File: src/rtl/wb_pkg.sv
// Shared types for the writeback stage: result-select encoding, FSM states, load funct3 codes.
// No logic; compile before every other wb_* file.
// Consumers import wb_pkg::* to use these names.
package wb_pkg;

    typedef enum logic [1:0] {
        WB_ALU = 2'd0,
        WB_MEM = 2'd1,
        WB_PC4 = 2'd2,
        WB_CSR = 2'd3
    } wb_sel_e;

    typedef enum logic [1:0] {
        ST_IDLE     = 2'd0,
        ST_WAIT_MEM = 2'd1,
        ST_DRAIN    = 2'd2
    } wb_state_e;

    localparam logic [2:0] F3_LB  = 3'd0;
    localparam logic [2:0] F3_LH  = 3'd1;
    localparam logic [2:0] F3_LW  = 3'd2;
    localparam logic [2:0] F3_LD  = 3'd3;
    localparam logic [2:0] F3_LBU = 3'd4;
    localparam logic [2:0] F3_LHU = 3'd5;
    localparam logic [2:0] F3_LWU = 3'd6;

endpackage

File: src/rtl/wb_load_align.sv
// Picks the byte/half/word lane of a raw load word and sign- or zero-extends it to XLEN.
// Latency: purely combinational.
// Backpressure: none; only built when WB_LOAD_ALIGN_EN is defined.
module wb_load_align
    import wb_pkg::*;
#(
    parameter int XLEN = 32,
    parameter int OW   = $clog2(XLEN/8)
) (
    input  logic [XLEN-1:0] raw,
    input  logic [2:0]      funct3,
    input  logic [OW-1:0]   off,
    output logic [XLEN-1:0] data
);

    logic [OW-1:0] h_off;
    logic [OW-1:0] w_off;
    logic [7:0]    b_lane;
    logic [15:0]   h_lane;
    logic [31:0]   w_lane;

    // Halves ignore the low offset bit, words ignore the low two (nothing left on RV32).
    assign h_off  = off & ~OW'(1);
    assign w_off  = off & ~OW'(3);
    assign b_lane = 8'(raw >> {off, 3'b000});
    assign h_lane = 16'(raw >> {h_off, 3'b000});
    assign w_lane = 32'(raw >> {w_off, 3'b000});

    // Extend the selected lane; LD, codes 3/6/7 on RV32 and 7 on RV64 pass the word through.
    always_comb begin
        data = raw;
        case (funct3)
            F3_LB:   data = XLEN'($signed(b_lane));
            F3_LH:   data = XLEN'($signed(h_lane));
            F3_LW:   data = XLEN'($signed(w_lane));
            F3_LBU:  data = XLEN'(b_lane);
            F3_LHU:  data = XLEN'(h_lane);
            F3_LWU:  data = (XLEN == 64) ? XLEN'(w_lane) : raw;
            F3_LD:   data = raw;
            default: data = raw;
        endcase
    end

endmodule

File: src/rtl/wb_stage.sv
// Registered writeback: selects ALU/MEM/PC+4/CSR result and drives the register-file write port.
// Latency: non-load write one cycle after accept; load write one cycle after mem_rvalid_i.
// Backpressure: in_ready_o low while a load is outstanding or draining. Option: WB_LOAD_ALIGN_EN.
module wb_stage
    import wb_pkg::*;
#(
    parameter int XLEN   = 32,
    parameter int REG_AW = 5
) (
    input  logic                        clk,
    input  logic                        rst,
    input  logic                        in_valid_i,
    output logic                        in_ready_o,
    input  logic                        flush_i,
    input  logic [1:0]                  wb_sel_i,
    input  logic [REG_AW-1:0]           rd_i,
    input  logic                        rd_we_i,
    input  logic [XLEN-1:0]             alu_i,
    input  logic [XLEN-1:0]             pc_4_i,
    input  logic [XLEN-1:0]             csr_i,
    input  logic [2:0]                  ld_funct3_i,
    input  logic [$clog2(XLEN/8)-1:0]   ld_off_i,
    input  logic                        mem_rvalid_i,
    input  logic [XLEN-1:0]             mem_rdata_i,
    output logic                        rf_we_o,
    output logic [REG_AW-1:0]           rf_waddr_o,
    output logic [XLEN-1:0]             wb_o,
    output logic                        pend_valid_o,
    output logic [REG_AW-1:0]           pend_rd_o,
    output logic                        stall_o
);

    localparam int OW = $clog2(XLEN/8);

    wb_state_e         state;
    logic              accept;
    logic [REG_AW-1:0] lat_rd;
    logic              lat_we;
    logic [XLEN-1:0]   sel_dat;
    logic [XLEN-1:0]   load_dat;

`ifdef WB_LOAD_ALIGN_EN
    logic [2:0]        lat_f3;
    logic [OW-1:0]     lat_off;

    wb_load_align #(.XLEN(XLEN), .OW(OW)) u_align (
        .raw    (mem_rdata_i),
        .funct3 (lat_f3),
        .off    (lat_off),
        .data   (load_dat)
    );
`else
    // Memory already returns aligned, extended data; the load shape inputs go nowhere.
    logic unused_align;
    assign unused_align = ^{ld_funct3_i, ld_off_i};
    assign load_dat     = mem_rdata_i;
`endif

    assign in_ready_o   = (state == ST_IDLE);
    assign stall_o      = (state != ST_IDLE);
    assign accept       = in_valid_i & in_ready_o & ~flush_i;
    assign pend_valid_o = (state == ST_WAIT_MEM) & lat_we & (lat_rd != '0);
    assign pend_rd_o    = lat_rd;

    // Non-load result mux; the MEM code never reaches the write path from here.
    always_comb begin
        sel_dat = alu_i;
        case (wb_sel_e'(wb_sel_i))
            WB_ALU:  sel_dat = alu_i;
            WB_PC4:  sel_dat = pc_4_i;
            WB_CSR:  sel_dat = csr_i;
            default: sel_dat = alu_i;
        endcase
    end

    // Writeback FSM; rf_we_o is a single-cycle pulse, wb_o holds between writes. x0 is never written.
    always_ff @(posedge clk or negedge rst) begin
        if (!rst) begin
            state      <= ST_IDLE;
            rf_we_o    <= 1'b0;
            rf_waddr_o <= '0;
            wb_o       <= '0;
            lat_rd     <= '0;
            lat_we     <= 1'b0;
`ifdef WB_LOAD_ALIGN_EN
            lat_f3     <= '0;
            lat_off    <= '0;
`endif
        end else begin
            rf_we_o <= 1'b0;
            case (state)
                ST_IDLE: begin
                    if (accept) begin
                        if (wb_sel_e'(wb_sel_i) == WB_MEM) begin
                            lat_rd  <= rd_i;
                            lat_we  <= rd_we_i;
`ifdef WB_LOAD_ALIGN_EN
                            lat_f3  <= ld_funct3_i;
                            lat_off <= ld_off_i;
`endif
                            state   <= ST_WAIT_MEM;
                        end else begin
                            rf_we_o    <= rd_we_i & (rd_i != '0);
                            rf_waddr_o <= rd_i;
                            wb_o       <= sel_dat;
                        end
                    end
                end
                ST_WAIT_MEM: begin
                    // A flush wins over a coincident response, which is then dropped.
                    if (flush_i) begin
                        state <= mem_rvalid_i ? ST_IDLE : ST_DRAIN;
                    end else if (mem_rvalid_i) begin
                        rf_we_o    <= lat_we & (lat_rd != '0);
                        rf_waddr_o <= lat_rd;
                        wb_o       <= load_dat;
                        state      <= ST_IDLE;
                    end
                end
                ST_DRAIN: begin
                    if (mem_rvalid_i) state <= ST_IDLE;
                end
                default: state <= ST_IDLE;
            endcase
        end
    end

endmodule

File: config.mk
export PLATFORM = sky130hd
export DESIGN_NAME = wb_stage
export DESIGN_NICKNAME = d
export VERILOG_FILES = /design/src/rtl/wb_pkg.sv /design/src/rtl/wb_load_align.sv /design/src/rtl/wb_stage.sv
export SDC_FILE = /design/constraint.sdc
export NUM_CORES = 1
export LEC_CHECK = 0
export ABC_AREA = 1
export CORE_MARGIN = 3
export CORE_UTILIZATION = 63
export CTS_BUF_LIST = sky130_fd_sc_hd__clkbuf_16
export DETAILED_ROUTE_END_ITERATION = 10
export DONT_BUFFER_PORTS = 1
export PLACE_DENSITY = 0.8
export SLEW_MARGIN = 20
export SYNTH_ARGS = -nofsm -noshare
export SYNTH_HDL_FRONTEND = slang
export SYNTH_SLANG_ARGS = --single-unit
File: constraint.sdc
create_clock -name clk -period 2 [get_ports clk]
set_clock_uncertainty 0.2 [all_clocks]
set_input_delay 0.6 -clock clk [delete_from_list [all_inputs] [get_ports clk]]
set_output_delay 0.6 -clock clk [all_outputs]
set_load 0.05 [all_outputs]
==> results of run 1 <==
[worst max-delay path, stage by stage, from the launching register on]
cell     delay [ns]
dfrtp_1        0.40
inv_2          0.08
nor2_4         0.14
nand3_2        0.10
inv_2          0.08
buf_12         0.13
[through the flow]
step | total power, µW | area, µm² | cells | utilization | hold WS [ns]
final | 3630 | 3420 | 578 | 0.750 | 0.187
after global routing | 3830 | 3420 | 578 | 0.750 | 0.178
after CTS | 3630 | 3400 | 576 | 0.745 | 0.181
after detailed placement | 2820 | 3200 | 564 | 0.702 | 0.107
after global placement | 2800 | 3200 | 564 | 0.702 | 0.106
after floorplan | 2640 | 3110 | 512 | - | 0.104
[cell families after synthesis]
group | count (synthesis) | share of synthesized area
and+or+nand+nor | 409 | 0.532
buffers and inverters | 46 | 0.0741
AOI/OAI and AO/OA | 11 | 0.0234
DFF | 46 | 0.371
[synthesized netlist by cell type, drive strengths merged]
library cell	instances
buf	25
dfrtp	46
nor3	2
o31ai	1
inv	15
a21oi	2
nor2	104
o21ai	8
clkbuf	6
nand3	68
nand2	232
nand4	3
[final cells by class]
cell class,instances,area [µm²],share of cell area
multi-input combinational,421,1750,0.510
sequential,46,1160,0.338
timing repair buffer,23,245,0.0717
clock buffer,5,125,0.0366
tap,65,81.3,0.0238
inverter,15,56.3,0.0165
clock inverter,3,11.3,0.00329
[timing repair]
action | CTS | global route
setup endpoints to repair | 2 | 38
pin swaps | 1 | 2
gates resized for setup | 2 | 2
setup buffers | 2 | 1
hold buffers | 2 | 0
endpoints found under the hold margin | 46 | 0
cloned | 0 | 1
[sequential cells by signal, summed over array words and instances, names as in the netlist]
signal      count
lat_we          1
wb_o           32
rf_waddr_o      5
pend_rd_o       5
rf_we_o         1
state           2
[power breakdown]
group          switching, µW  total [µW]  leakage, µW  internal (µW)
Combinational            479         749      0.00136            269
Sequential               949        2100     0.000574           1150
Clock                    324         774    0.0000663            450
[routing by layer]
layer	track usage	up-vias
li1	-	1592
met1	0.353	1455
met2	0.525	157
met3	0.103	8
met4	0.0507	0
met5	0	-
[worst max path at each step]
| stage | endpoint | cells past startpoint |
|---|---|---|
| floorplan | pend_valid_o | 4 |
| global placement | wb_o[9] | 6 |
| detailed placement | wb_o[28] | 6 |
| CTS | wb_o[24] | 6 |
| global route | pend_valid_o | 5 |
| finish | pend_valid_o | 5 |
==> impl_metrics.csv, run 1 <==
group,metric,value,unit
hold_path,min_to,"state[1]",
timing,max_freq,500,MHz
global_routing,grt_start_max_net_pins,66,
detailed_routing,m1WireLength,3.42,mm
critical_path,startpoint,"state[0]",
critical_path,critPathLaunchType,"register",
hold_path,hp-start,"mem_rvalid_i",
logic_synthesis,synth_warnings,0,
detailed_routing,first_pass_iters,4,
critical_path,end_kind,"output pin",
clock_tree,cts_buffer_depth,2,
timing,maxSlewViolCount,0,
place,preCtsSetupSlack,-0.170,ns
place,port_buffers,0,
detailed_routing,via_count,3212,
power,p_per_area,1060,nW/µm²
detailed_routing,wl_met3,983,µm
global_routing,grt-ovfl-total,0,
global_routing,grt_pass1_wl,14.4,mm
global_routing,grt_usage,0.297,
hold_path,hold_depth,1,
floorplanning,core_area,4560,µm²
global_routing,grt_antenna_before_repair,0,
clock_tree,tritoncts,"built",
logic_synthesis,synth_cells,512,
run_status,violations,"setup timing",
logic_synthesis,ys_types,21,
logic_synthesis,yosysSeqAreaShare,0.371,
detailed_routing,viasPerCell,5.56,
detailed_routing,wl_per_cell,15.4,µm
layout,fillers,374,
layout,nets,658,
place,dp_hpwl,6.10,mm
clock_tree,cts.sinks,46,
floorplanning,pin_count,192,
layout,area_delta_synth_final,10.1,%
logic_synthesis,yosys.area.top_type,"dfrtp_1",
logic_synthesis,synth_top_area_frac,0.371,
timing,period_minus_slack,2.00,ns
timing,fin_ws,-0.000123,ns
timing,final-setup-viol-count,1,
floorplanning,rows,24,
timing,finalSetupTns,-0.000123,ns
clock_tree,root_buffer,"clkbuf_16",
power,worst_ir_drop_vdd,0.829,mV
logic_synthesis,synth_seq_cells,46,
floorplanning,fp.dieW,76.2,µm
layout,final_layout_size_suffix_gt1_frac,0.0897,
clock_tree,clk_latency,0.28,ns
timing,worst-slew-pin-transition,0.581,ns
run_status,outcome,"finished with violations",
timing,relSlewSlack,0.612,
detailed_routing,ant_nets,0,
critical_path,criticalPathCategory,"register to output pin",
detailed_routing,drc,0,
layout,layout_commonest_cell,"nand2_1",
critical_path,crit_arrival,1.20,ns
floorplanning,dieArea,5810,µm²
power,p_leak,0.00200,µW
critical_path,cp_max_fo,3,
floorplanning,start_util,0.681,
detailed_routing,drt_wl_total,8.90,mm
layout,num_antenna_cells,0,
critical_path,rrSetupSlack,0.21,ns
clock_tree,cts_buffers,5,
critical_path,r2r_end,"wb_o[24]",
clock_tree,path_clk_slew,0.06,ns
clock_tree,htree_levels,2,
timing,finalHoldViolCount,0,
critical_path,worstPathRequired,1.20,ns
detailed_routing,drt_iter0_markers,149,
job,max_cap_viol_count,0,
logic_synthesis,postSynthAreaPerCell,6.07,µm²
hold_path,hold_class,"input port to register",
logic_synthesis,yosys-top-cells-area,"dfrtp_1, nand2_1, nor2_1, nand3_1, buf_2",
place,gp_congestion,0.857,
critical_path,r2r_start,"state[1]",
layout,mostFrequentLayoutCells,"nand2_1, nor2_1, nand3_1",
timing,rsz0062_at_grt,"yes",
logic_synthesis,syn_nets,658,
critical_path,rr_worst_depth,5,
detailed_routing,wl_met2,4.42,mm
floorplanning,fp.dieH,76.2,µm
detailed_routing,maxUsedRoutingLayer,"met4",
global_routing,grt_pass1_vias,3057,
timing,period_share,1.00,
logic_synthesis,synth_area,3110,µm²
Power figures use the tool's default switching activity.
==> run 2: changes to the inputs <==
--- a/config.mk
+++ b/config.mk
@@ -6,6 +6,7 @@
 export NUM_CORES = 1
 export LEC_CHECK = 0
 export ABC_AREA = 1
+export ABC_CLOCK_PERIOD_IN_PS = 2000
 export CORE_MARGIN = 3
 export CORE_UTILIZATION = 63
 export CTS_BUF_LIST = sky130_fd_sc_hd__clkbuf_16
==> results of run 2 <==
No change in the layout: final DEF, timing and power equal those of run 1.
==> run 3: changes to the inputs <==
--- a/config.mk
+++ b/config.mk
@@ -9,11 +9,12 @@
 export ABC_CLOCK_PERIOD_IN_PS = 2000
 export CORE_MARGIN = 3
 export CORE_UTILIZATION = 63
-export CTS_BUF_LIST = sky130_fd_sc_hd__clkbuf_16
 export DETAILED_ROUTE_END_ITERATION = 10
 export DONT_BUFFER_PORTS = 1
+export HOLD_SLACK_MARGIN = 0.02
 export PLACE_DENSITY = 0.8
 export SLEW_MARGIN = 20
 export SYNTH_ARGS = -nofsm -noshare
 export SYNTH_HDL_FRONTEND = slang
 export SYNTH_SLANG_ARGS = --single-unit
+export TNS_END_PERCENT = 10
==> run 3 against run 2 <==
  * The flow still finishes with violations (setup timing)
  * Sequential share of layout area rose by 0.30 points
  * Critical path depth is the same
  * Fmax decreased by 2.4%
  * Global-route usage grew 0.56 points
  * Setup slack worse by 0.049 ns
  * Flip-flop and latch count is the same
  * Via count down 0.44%
  * Register-to-register slack lost 0.12 ns
  * Clock-buffer cell count is 3 higher
  * Die area stayed put
  * Final area decreased by 0.88%
  * Largest power group unchanged
  * Highest routed layer unchanged
==> impl_metrics.csv, run 3 (synthesis results as in run 1) <==
group,metric,value,unit
place,dpl_cell_area,3200,µm²
critical_path,worstPathRequired,1.20,ns
clock_tree,root_buffer,"clkbuf_8",
timing,period_minus_slack,2.05,ns
detailed_routing,first_pass_iters,4,
floorplanning,pin_count,192,
global_routing,grt_start_max_net_pins,66,
critical_path,criticalPathCategory,"register to output pin",
hold_path,hold_class,"input port to register",
timing,relSlewSlack,0.625,
power,total_power,3500,µW
clock_tree,clk_latency,0.30,ns
critical_path,r2r_end,"wb_o[24]",
timing,period_share,1.02,
detailed_routing,via_count,3198,
layout,seqCellArea,1160,µm²
detailed_routing,wl_per_cell,15.2,µm
timing,finalHoldViolCount,0,
timing,fin_ws,-0.0488,ns
run_status,outcome,"finished with violations",
layout,multiInputGateArea,1750,µm²
floorplanning,rows,24,
power,p_leak,0.00199,µW
timing,maxSlewViolCount,0,
place,port_buffers,0,
power,p_per_area,1030,nW/µm²
layout,num_antenna_cells,0,
place,gp_congestion,0.857,
layout,nets,657,
layout,layout_commonest_cell,"nand2_1",
detailed_routing,drc,0,
hold_path,hold_depth,1,
layout,fillers,387,
timing,max_freq,488,MHz
layout,largest_reg_flops,32,
timing,worst-slew-pin-transition,0.561,ns
critical_path,cp_max_fo,5,
global_routing,grt_pass1_wl,14.4,mm
critical_path,r2r_start,"state[0]",
global_routing,grt_antenna_before_repair,0,
floorplanning,fp.dieW,76.2,µm
global_routing,grt-ovfl-total,0,
layout,mostFrequentLayoutCells,"nand2_1, nor2_1, nand3_1",
clock_tree,tritoncts,"built",
clock_tree,cts.sinks,46,
floorplanning,fp.dieH,76.2,µm
job,max_cap_viol_count,0,
critical_path,rrSetupSlack,0.09,ns
place,preCtsSetupSlack,-0.170,ns
layout,final_layout_size_suffix_gt1_frac,0.0918,
timing,final-setup-viol-count,1,
global_routing,grt_usage,0.303,
timing,rsz0062_at_grt,"yes",
clock_tree,htree_levels,2,
critical_path,critPathLaunchType,"register",
detailed_routing,viasPerCell,5.54,
hold_path,min_to,"state[1]",
layout,area_delta_synth_final,9.18,%
floorplanning,core_area,4560,µm²
run_status,violations,"setup timing",
global_routing,grt_pass1_vias,3034,
clock_tree,path_clk_slew,0.08,ns
detailed_routing,drt_iter0_markers,167,
floorplanning,dieArea,5810,µm²
clock_tree,cts_buffers,5,
detailed_routing,ant_nets,0,
critical_path,rr_worst_depth,7,
hold_path,hp-start,"mem_rvalid_i",
power,worst_ir_drop_vdd,0.639,mV
place,dp_hpwl,6.10,mm
layout,top_register,"wb_o",
critical_path,end_kind,"output pin",
floorplanning,start_util,0.681,
detailed_routing,drt_wl_total,8.76,mm
clock_tree,cts_buffer_depth,2,
critical_path,crit_arrival,1.25,ns
layout,fin_area,3390,µm²
## run 3: worst max path at each step
stage / to / slack (ns) / cells after the start / start
final: pend_valid_o / -0.05 / 5 / state[0]
after global routing: pend_valid_o / -0.11 / 5 / state[0]
after CTS: pend_valid_o / -0.09 / 5 / state[0]
after detailed placement: wb_o[28] / -0.17 / 6 / mem_rvalid_i
after global placement: wb_o[9] / -0.08 / 6 / mem_rvalid_i
after floorplan: pend_valid_o / 0.02 / 4 / pend_rd_o[1]
## run 3: critical path: stages (launching register included)
cell and delay [ns]:
dfrtp_1 0.41, inv_2 0.08, nor2_4 0.16, nand3_2 0.09, inv_2 0.07, buf_12 0.13
## run 3: cell type report
class,count,area share
Inverter,15,0.0166
Timing Repair Buffer,22,0.0712
Tap cell,65,0.0240
Multi-Input combinational cell,421,0.515
Clock buffer,8,0.0325
Sequential cell,46,0.341
## run 3: stage by stage
stage / cells / hold WS, ns / setup TNS [ns] / utilization
2_1_floorplan: 512 / 0.104 / 0 / -
3_3_place_gp: 564 / 0.106 / -2.75 / 0.702
3_5_place_dp: 564 / 0.107 / -5.18 / 0.702
4_1_cts: 575 / 0.160 / -0.0877 / 0.738
5_1_grt: 577 / 0.148 / -0.110 / 0.743
6_report: 577 / 0.165 / -0.0488 / 0.743
## run 3: layer usage
metal / GRT usage / routed length [µm]
met1: 0.365 / 3430
met2: 0.522 / 4270
met5: 0 / 0
met4: 0.0562 / 93
met3: 0.111 / 964
## run 3: power by group
group | internal (µW) | switching [µW]
sequential | 1150 | 946
clock | 349 | 304
combinational | 269 | 477
total | 1770 | 1730
## run 3: repair_timing
item / in CTS / in global routing
setup buffers: 0 / 2
setup endpoints to repair: 9 / 2
pin swaps: 1 / 1
hold endpoints to repair: 46 / 0
cloned: 1 / 0
resized for setup: 1 / 3
hold buffers: 2 / 0
